### config.mk
export PLATFORM = sky130hd
export DESIGN_NAME = hazard_unit_mc
export DESIGN_NICKNAME = d
export VERILOG_FILES = /design/src/rtl/hazard_pkg.sv /design/src/rtl/md_stall_ctrl.sv /design/src/rtl/hazard_unit_mc.sv
export SDC_FILE = /design/constraint.sdc
export NUM_CORES = 1
export LEC_CHECK = 0
export ABC_AREA = 1
export CAP_MARGIN = 20
export CORE_MARGIN = 2
export CORE_UTILIZATION = 55
export DETAILED_ROUTE_END_ITERATION = 8
export DONT_BUFFER_PORTS = 1
export PLACE_DENSITY_LB_ADDON = 0.25
export SLEW_MARGIN = 0
export SYNTH_ARGS = -nofsm -noshare
export SYNTH_HDL_FRONTEND = slang
export SYNTH_SLANG_ARGS = --single-unit
export TNS_END_PERCENT = 5
### constraint.sdc
create_clock -name clk -period 1.5 [get_ports clk]
set_input_delay 0.225 -clock clk [delete_from_list [all_inputs] [get_ports clk]]
set_output_delay 0.225 -clock clk [all_outputs]
set_load 0.02 [all_outputs]
### src/rtl/hazard_pkg.sv
// Shared encodings for the multi-cycle hazard unit: forwarding mux selects
// and the MUL/DIV sequencing states.
package hazard_pkg;

   localparam logic [1:0] FWD_RF = 2'b00;   // operand from register file
   localparam logic [1:0] FWD_W  = 2'b01;   // operand from writeback stage
   localparam logic [1:0] FWD_M  = 2'b10;   // operand from memory stage

   typedef enum logic {
      IDLE = 1'b0,
      BUSY = 1'b1
   } md_state_t;

endpackage

### src/rtl/md_stall_ctrl.sv
// Sequencer for the multi-cycle MUL/DIV unit in Execute. Holds an op in E for
// MD_LATENCY cycles: busy (stall) for the first MD_LATENCY-1, done in the last.
module md_stall_ctrl
   import hazard_pkg::*;
#(
   parameter int MD_LATENCY = 4
) (
   input  logic clk,
   input  logic reset,
   input  logic MdStartE,
   input  logic PCSrcE,
   output logic md_busy,
   output logic md_done
);

   localparam int CW = (MD_LATENCY > 1) ? $clog2(MD_LATENCY) : 1;
   // First busy cycle happens in IDLE, so the counter loads with two fewer.
   localparam logic [CW-1:0] CNT_LOAD = (MD_LATENCY > 1) ? CW'(MD_LATENCY - 2) : '0;

   md_state_t     state_reg, state_next;
   logic [CW-1:0] cnt_reg, cnt_next;

   // State and remaining-cycle counter; reset aborts any op in flight.
   always_ff @(posedge clk or negedge reset) begin
      if (!reset) begin
         state_reg <= IDLE;
         cnt_reg   <= '0;
      end else begin
         state_reg <= state_next;
         cnt_reg   <= cnt_next;
      end
   end

   // Next state and busy/done decode; outputs forced low while reset is held.
   always_comb begin
      state_next = state_reg;
      cnt_next   = cnt_reg;
      md_busy    = 1'b0;
      md_done    = 1'b0;
      case (state_reg)
         IDLE: begin
            // A taken branch kills the op in E, so it never starts.
            if (MdStartE && !PCSrcE && (MD_LATENCY > 1)) begin
               md_busy    = 1'b1;
               cnt_next   = CNT_LOAD;
               state_next = BUSY;
            end
            if (MD_LATENCY == 1) begin
               md_done = MdStartE;
            end
         end
         BUSY: begin
            // MdStartE is the same frozen instruction here, so it is ignored.
            if (cnt_reg != '0) begin
               md_busy  = 1'b1;
               cnt_next = cnt_reg - 1'b1;
            end else begin
               md_done    = 1'b1;
               state_next = IDLE;
            end
         end
         default: begin
            state_next = IDLE;
            cnt_next   = '0;
         end
      endcase
      if (!reset) begin
         md_busy = 1'b0;
         md_done = 1'b0;
      end
   end

endmodule

### src/rtl/hazard_unit_mc.sv
// Five-stage pipeline hazard unit with E-stage forwarding, load-use stall,
// branch flush, multi-cycle MUL/DIV stall sequencing and a stall counter.
module hazard_unit_mc
   import hazard_pkg::*;
#(
   parameter int REG_AW     = 5,
   parameter int MD_LATENCY = 4,
   parameter int CNT_W      = 16
) (
   input  logic              clk,
   input  logic              reset,
   input  logic [REG_AW-1:0] Rs1D,
   input  logic [REG_AW-1:0] Rs2D,
   input  logic [REG_AW-1:0] Rs1E,
   input  logic [REG_AW-1:0] Rs2E,
   input  logic [REG_AW-1:0] RdE,
   input  logic [REG_AW-1:0] RdM,
   input  logic [REG_AW-1:0] RdW,
   input  logic              RegWriteM,
   input  logic              RegWriteW,
   input  logic              ResultSrcE0,
   input  logic              PCSrcE,
   input  logic              MdStartE,
   output logic              StallF,
   output logic              StallD,
   output logic              StallE,
   output logic              FlushD,
   output logic              FlushE,
   output logic              FlushM,
   output logic [1:0]        ForwardAE,
   output logic [1:0]        ForwardBE,
   output logic              MdDoneE,
   output logic [CNT_W-1:0]  StallCount
);

   logic             lw_stall;
   logic             md_busy;
   logic [CNT_W-1:0] stall_cnt_reg;

   // One forwarding selector per E-stage source operand; M is newer than W.
   for (genvar gi = 0; gi < 2; gi++) begin : g_fwd
      logic [REG_AW-1:0] rs;
      logic [1:0]        sel;
      assign rs = (gi == 0) ? Rs1E : Rs2E;

      // Pick the youngest in-flight producer of this operand.
      always_comb begin
         sel = FWD_RF;
         if (RegWriteM && (RdM != '0) && (RdM == rs)) begin
            sel = FWD_M;
         end else if (RegWriteW && (RdW != '0) && (RdW == rs)) begin
            sel = FWD_W;
         end
      end
   end

   assign ForwardAE = g_fwd[0].sel;
   assign ForwardBE = g_fwd[1].sel;

   // A load in E whose destination is read in D must wait one cycle.
   assign lw_stall = ResultSrcE0 && (RdE != '0) && ((RdE == Rs1D) || (RdE == Rs2D));

   md_stall_ctrl #(
      .MD_LATENCY (MD_LATENCY)
   ) u_md (
      .clk      (clk),
      .reset    (reset),
      .MdStartE (MdStartE),
      .PCSrcE   (PCSrcE),
      .md_busy  (md_busy),
      .md_done  (MdDoneE)
   );

   // While MUL/DIV holds E, branch and load-use decisions are deferred.
   assign StallF = lw_stall || md_busy;
   assign StallD = lw_stall || md_busy;
   assign StallE = md_busy;
   assign FlushM = md_busy;
   assign FlushE = !md_busy && (lw_stall || PCSrcE);
   assign FlushD = !md_busy && PCSrcE;

   // Count front-end stall cycles, sticking at all-ones.
   always_ff @(posedge clk or negedge reset) begin
      if (!reset) begin
         stall_cnt_reg <= '0;
      end else if (StallF && (stall_cnt_reg != '1)) begin
         stall_cnt_reg <= stall_cnt_reg + 1'b1;
      end
   end

   assign StallCount = stall_cnt_reg;

endmodule
==> results.toml, run 1 <==
[timing]
setup_slack_ps = -295
clock-skew-final_ps = 1.46
drv_slew = 0
hold_slack_ps = 255
finalSetupViolCount = 23
period_needed_ps = 1800
slew-limit-headroom = 0.389
fin_crit_sh = 1.20
maxClockFrequency_mhz = 557
hold_violations = 0
setup_tns_ps = -3220
worst_pin_slew_ps = 914
rsz0062_at_grt = "true"

[setup_path]
crit_buf_inv = 2
cp-start-kind = "flop"
r2r_end = "StallCount[7]$_DFFE_PN0P_"
crit_slowest_cell = "dfrtp_1"
crit_chain = "inv_1 > ha_1 > nand2_1 > a31o_2 > nand2_4 > inv_2 > o21ai_4"
cp_max_fo = 3
cp-startpoint = "u_md.cnt_reg[0]$_DFFE_PN0P_"
cp.depth = 7
cpPeakStageDelay_ps = 370
r2r_slack_ps = -130
endpoint = "FlushE"
reg2regPathDepth = 11
critPathTopFamily = "compound AO/OA/AOI/OAI gates"
cp-end-kind = "output pin"
r2r_start = "u_md.cnt_reg[1]$_DFFE_PN0P_"
path_class = "flop to output pin"
crit_arrival_ps = 1570
worst_ep_required_time_ps = 1270

[floorplan]
die-area_sq_um = 3460
fp-row-count = 19
die_h_um = 58.9
core_area_sq_um = 2810
initial_core_util = 0.590
ioPinCount = 69
fp.dieW_um = 58.9

[yosys]
synth_area_sq_um = 1660
ys_ff_latch = 19
avgSynthCellArea_sq_um = 6.70
synth.yosys.warnings = 0
ys_top_cells_by_area = "dfrtp_1, nand2_1, xor2_1, inv_1, xnor2_1"
ys_types = 23
netlist_instances = 247
syn_nets = 291
post-synth-top-area-cell = "dfrtp_1"
yosysTopAreaCellShare = 0.287
ys_seq_area_frac = 0.287

[clocking]
cts_root_buf = "clkbuf_4"
cts_tree = "done"
cts_htree_levels = 1
cts.sinks = 19
clk_path_buf_depth = 2
clk_latency_ps = 310
numCtsBuffers = 3
clk_pin_slew_worst_paths_ps = 110

[detailed_routing]
vias = 1703
wl_um = 4020
top_layer = "met4"
wl_met2_um = 1970
routed_via_density = 5.21
drt_first_pass_iters = 6
detail_route.wl_per_cell_um = 12.3
ant_nets = 0
wl_met1_um = 1650
routed-wl-met3_um = 361
drc = 7
drt_iter0_drc = 92

[global_routing]
grt_pass1_vias = 1697
antenna_found_initial = 0
grt_max_degree = 20
track_usage = 0.259
gr-total-overflow = 0
grt_pass1_wl_um = 6840

[run_status]
violations = "DRC, setup timing"
outcome = "finished with violations"

[final_layout]
post-route-util = 0.773
fin_cells = 327
drive_above_1_share = 0.270
final_cell_mix = "nand2_1, buf_4, inv_1"
syn2layout_area_growth_pct = 30.9
largest_register_ffs = 16
nNetsFinal = 341
fill_cells = 232
diodes = 0
layout_commonest_cell = "nand2_1"
seqCellArea_sq_um = 478
multi_input_area_sq_um = 1080

[placement]
portBuffers = 0
place.gp.congestion = 0.868
dp.final_hpwl_um = 3210
dp.cells = 320

[flow_run]
max_cap_viol_count = 0

[worst_hold_path]
holdCritStartpoint = "MdStartE"
hp-class = "primary input to flop"

[power]
p_per_area_nw_per_um2 = 1050
total_power_mw = 2.28
vdd_ir_drop_max_uv = 812
leakagePower_nw = 1.19
-- per-layer routing --
layer / track usage / up-vias
li1: - / 861
met1: 0.294 / 776
met2: 0.459 / 59
met3: 0.0813 / 7
met4: 0.0844 / 0
met5: 0 / -
-- final cells by class --
type | count | share of cell area
multi-input cells | 187 | 0.501
flip-flops and latches | 19 | 0.221
repair buffers | 51 | 0.187
inverters | 35 | 0.0618
well taps | 31 | 0.0179
clock buffers | 4 | 0.0121
-- kinds of logic (layout without fill, tap and decap cells) --
logic type	count (synthesis)	count (layout)	share of synthesized area
AND/OR/NAND/NOR	147	147	0.392
buffers and inverters	41	90	0.119
XOR/XNOR	31	31	0.164
flip-flops	19	19	0.287
AO/OA/AOI/OAI	7	7	0.0234
adder cells (fa/ha/maj)	2	2	0.0151
-- repair_timing --
item                                    4_1_cts  5_1_grt
hold buffers                                  1        0
endpoints found under the hold margin        19        0
cloned                                        0        0
resized for setup                             8        1
endpoints found under the setup margin       23       23
buffers inserted                              2        0
pin swaps                                     2        2
-- how the worst min path moves through the flow --
stage,to,depth (start not counted)
2_1_floorplan,StallCount[0]$_DFFE_PN0P_,0
3_3_place_gp,StallCount[3]$_DFFE_PN0P_,0
3_5_place_dp,StallCount[3]$_DFFE_PN0P_,0
4_1_cts,u_md.state_reg$_DFF_PN0_,2
5_1_grt,u_md.state_reg$_DFF_PN0_,2
6_report,u_md.state_reg$_DFF_PN0_,2
-- report_power, final --
| group | switching [mW] | internal (mW) | total (mW) |
|---|---|---|---|
| Sequential | 0.0729 | 0.622 | 0.695 |
| Clock | 0.169 | 0.104 | 0.273 |
| Combinational | 0.710 | 0.604 | 1.31 |
-- cells in the mapped netlist --
cell      instances
nor2_2            1
clkbuf_8          1
nand3_1          24
ha_1              2
nor2_1           26
nor4_1            2
inv_1            34
nor3_1            3
nand2_1          81
xor2_1           17
nand3_4           1
a21oi_1           1
nor2_4            1
nand2_2           2
inv_4             1
nor2_8            1
buf_6             3
nand4_1           5
buf_4             2
xnor2_1          14
a31o_2            1
o21ai_0           5
dfrtp_1          19
-- metrics by stage --
stage          instance area [sq um]  setup slack (ps)
2_1_floorplan                   1740              -173
3_3_place_gp                    2080             -88.9
3_5_place_dp                    2080              -192
4_1_cts                         2160              -291
5_1_grt                         2170              -380
6_report                        2170              -295
No activity file was read; power rests on OpenSTA's default activity.
==> run 2: changes to the inputs <==
--- a/config.mk
+++ b/config.mk
@@ -7,11 +7,12 @@
 export LEC_CHECK = 0
 export ABC_AREA = 1
 export CAP_MARGIN = 20
-export CORE_MARGIN = 2
-export CORE_UTILIZATION = 55
+export CELL_PAD_IN_SITES_DETAIL_PLACEMENT = 0
+export CELL_PAD_IN_SITES_GLOBAL_PLACEMENT = 1
+export CORE_UTILIZATION = 38
 export DETAILED_ROUTE_END_ITERATION = 8
 export DONT_BUFFER_PORTS = 1
-export PLACE_DENSITY_LB_ADDON = 0.25
+export PLACE_DENSITY = 0.8
 export SLEW_MARGIN = 0
 export SYNTH_ARGS = -nofsm -noshare
 export SYNTH_HDL_FRONTEND = slang
==> run 2 against run 1 <==
The flow finishes with violations (setup timing). Hold slack improved by 3.2 ps. Sequential share of layout area is 0.76 points lower. Largest cell class unchanged. Critical path type unchanged. Design area is 3.6% higher.
==> results.toml, run 2 (synthesized netlist as in run 1, its figures left out) <==
[final_layout]
layout_commonest_cell = "nand2_1"
final_cell_mix = "nand2_1, buf_4, inv_1"
fin_area_sq_um = 2240
nNetsFinal = 336
drive_above_1_share = 0.289
diodes = 0
syn2layout_area_growth_pct = 35.6
post-route-util = 0.549
largest_register_ffs = 16

[timing]
maxClockFrequency_mhz = 587
worst_pin_slew_ps = 915
slew-limit-headroom = 0.388
fin_crit_sh = 1.14
period_needed_ps = 1700
finalSetupViolCount = 18
drv_slew = 0
hold_violations = 0
hold_slack_ps = 258
rsz0062_at_grt = "true"
setup_slack_ps = -203
clock-skew-final_ps = 3.98

[clocking]
clk_path_buf_depth = 2
clk_pin_slew_worst_paths_ps = 70
numCtsBuffers = 3
clk_latency_ps = 260
cts_tree = "done"
cts_htree_levels = 1
cts_root_buf = "clkbuf_8"
cts.sinks = 19

[power]
p_int_mw = 1.39
power_frac_clock = 0.156
total_power_mw = 2.37
leakagePower_nw = 1.21
switching_share = 0.413
p_per_area_nw_per_um2 = 1060
p_sw_mw = 0.980
combPwrFrac = 0.546
vdd_ir_drop_max_uv = 447
seqPwrFrac = 0.298

[global_routing]
grt_max_degree = 20
grt_pass1_wl_um = 6770
grt_pass1_vias = 1564
track_usage = 0.193
antenna_found_initial = 0
gr-total-overflow = 0

[setup_path]
cp-start-kind = "flop"
crit_buf_inv = 2
cpPeakStageDelay_ps = 370
cp_max_fo = 3
worst_ep_required_time_ps = 1270
crit_arrival_ps = 1480
cp-end-kind = "output pin"
path_class = "flop to output pin"
critPathTopFamily = "compound AO/OA/AOI/OAI gates"
crit_slowest_cell = "dfrtp_1"
crit_chain = "inv_2 > ha_4 > nand2_4 > a31o_4 > nand2_4 > inv_2 > o21ai_4"

[detailed_routing]
drc = 0
wl_um = 4010
vias = 1597
routed_via_density = 4.68
ant_nets = 0
drt_iter0_drc = 63
drt_first_pass_iters = 4
detail_route.wl_per_cell_um = 11.8

[floorplan]
fp.dieW_um = 68
die_h_um = 68
core_area_sq_um = 4090
fp-row-count = 23
ioPinCount = 69
die-area_sq_um = 4620
initial_core_util = 0.405

[placement]
portBuffers = 0
place_area_sq_um = 2080
place_ws_ps = -94.4
place.gp.congestion = 0.777
dp.final_hpwl_um = 3110

[worst_hold_path]
hp-class = "primary input to flop"

[run_status]
outcome = "finished with violations"
violations = "setup timing"

[flow_run]
max_cap_viol_count = 0
-- run 2: changes by cell type in the layout (fill, tap and decap cells not counted), moves of 2 or more --
cell      previous run  this run
nor2_1              26        23
buf_6                2         6
clkbuf_4             3         0
inv_1               32        30
inv_2                2         4
buf_4               47        37
nand2_4              3         5
nor2_2               0         3
clkbuf_8             0         3
-- run 2: worst paths after layout --
| kind | start | endpoint | slack [ps] | cells past startpoint |
|---|---|---|---|---|
| max in group asynchronous | reset | StallCount[0]$_DFFE_PN0P_ | 340 | 1 |
| min reg2reg | u_md.cnt_reg[1]$_DFFE_PN0P_ | u_md.cnt_reg[1]$_DFFE_PN0P_ | 550 | 2 |
| min | MdStartE | u_md.state_reg$_DFF_PN0_ | 260 | 2 |
| min in group asynchronous | reset | StallCount[6]$_DFFE_PN0P_ | 540 | 1 |
| max reg2reg | StallCount[0]$_DFFE_PN0P_ | StallCount[13]$_DFFE_PN0P_ | -30 | 11 |
| max | u_md.cnt_reg[0]$_DFFE_PN0P_ | FlushE | -200 | 7 |
-- run 2: power by group through the flow --
stage	registers (mW)	logic, mW	clock network (mW)
2_1_floorplan	0.815	0.659	0
3_3_place_gp	0.702	1.08	0
3_5_place_dp	0.703	1.09	0
4_1_cts	0.698	1.26	0.388
5_1_grt	0.725	1.45	0.405
6_report	0.707	1.30	0.370
-- run 2: final cells by class --
class | instances | area, sq um
inverter | 35 | 136
clock inverter | 1 | 5.00
timing repair buffer | 46 | 390
tap | 50 | 62.6
fill | 418 | 1840
sequential | 19 | 478
multi-input combinational | 187 | 1130
clock buffer | 3 | 41.3
-- run 2: worst register-to-register path, cell delays in order, from the launching register on --
cell and delay [ps]:
dfrtp_2 390, ha_4 150, nand2_4 50, nor2_4 90, nand2_2 80, nor2_4 110, nand3_4 100, nor2_8 130
buf_4 140, nor2_1 50, nand3_1 70, nand2_1 60
-- run 2: repair_timing --
item / 4_1_cts / 5_1_grt
pin swaps: 24 / 4
resized for setup: 21 / 7
gates cloned: 0 / 0
setup endpoints to repair: 23 / 23
hold buffers: 1 / 0
hold endpoints to repair: 19 / 0
buffers inserted: 1 / 0
-- run 2: metrics by stage --
stage	setup TNS, ps	cells
after floorplan	-2840	247
after global placement	-955	335
after detailed placement	-1220	335
after CTS	-1620	341
after global routing	-3230	341
final	-1140	341
-- run 2: layer usage --
layer / part of all wire / track usage
met1: 0.43 / 0.233
met2: 0.50 / 0.339
met3: 0.060 / 0.0317
met4: 0.0085 / 0.0703
met5: 0 / 0
==> run 3: changes to the inputs <==
--- a/config.mk
+++ b/config.mk
@@ -10,6 +10,7 @@
 export CELL_PAD_IN_SITES_DETAIL_PLACEMENT = 0
 export CELL_PAD_IN_SITES_GLOBAL_PLACEMENT = 1
 export CORE_UTILIZATION = 38
+export CTS_CLUSTER_SIZE = 10
 export DETAILED_ROUTE_END_ITERATION = 8
 export DONT_BUFFER_PORTS = 1
 export PLACE_DENSITY = 0.8
==> results of run 3 <==
No change in the layout: final DEF, timing and power equal those of run 2.
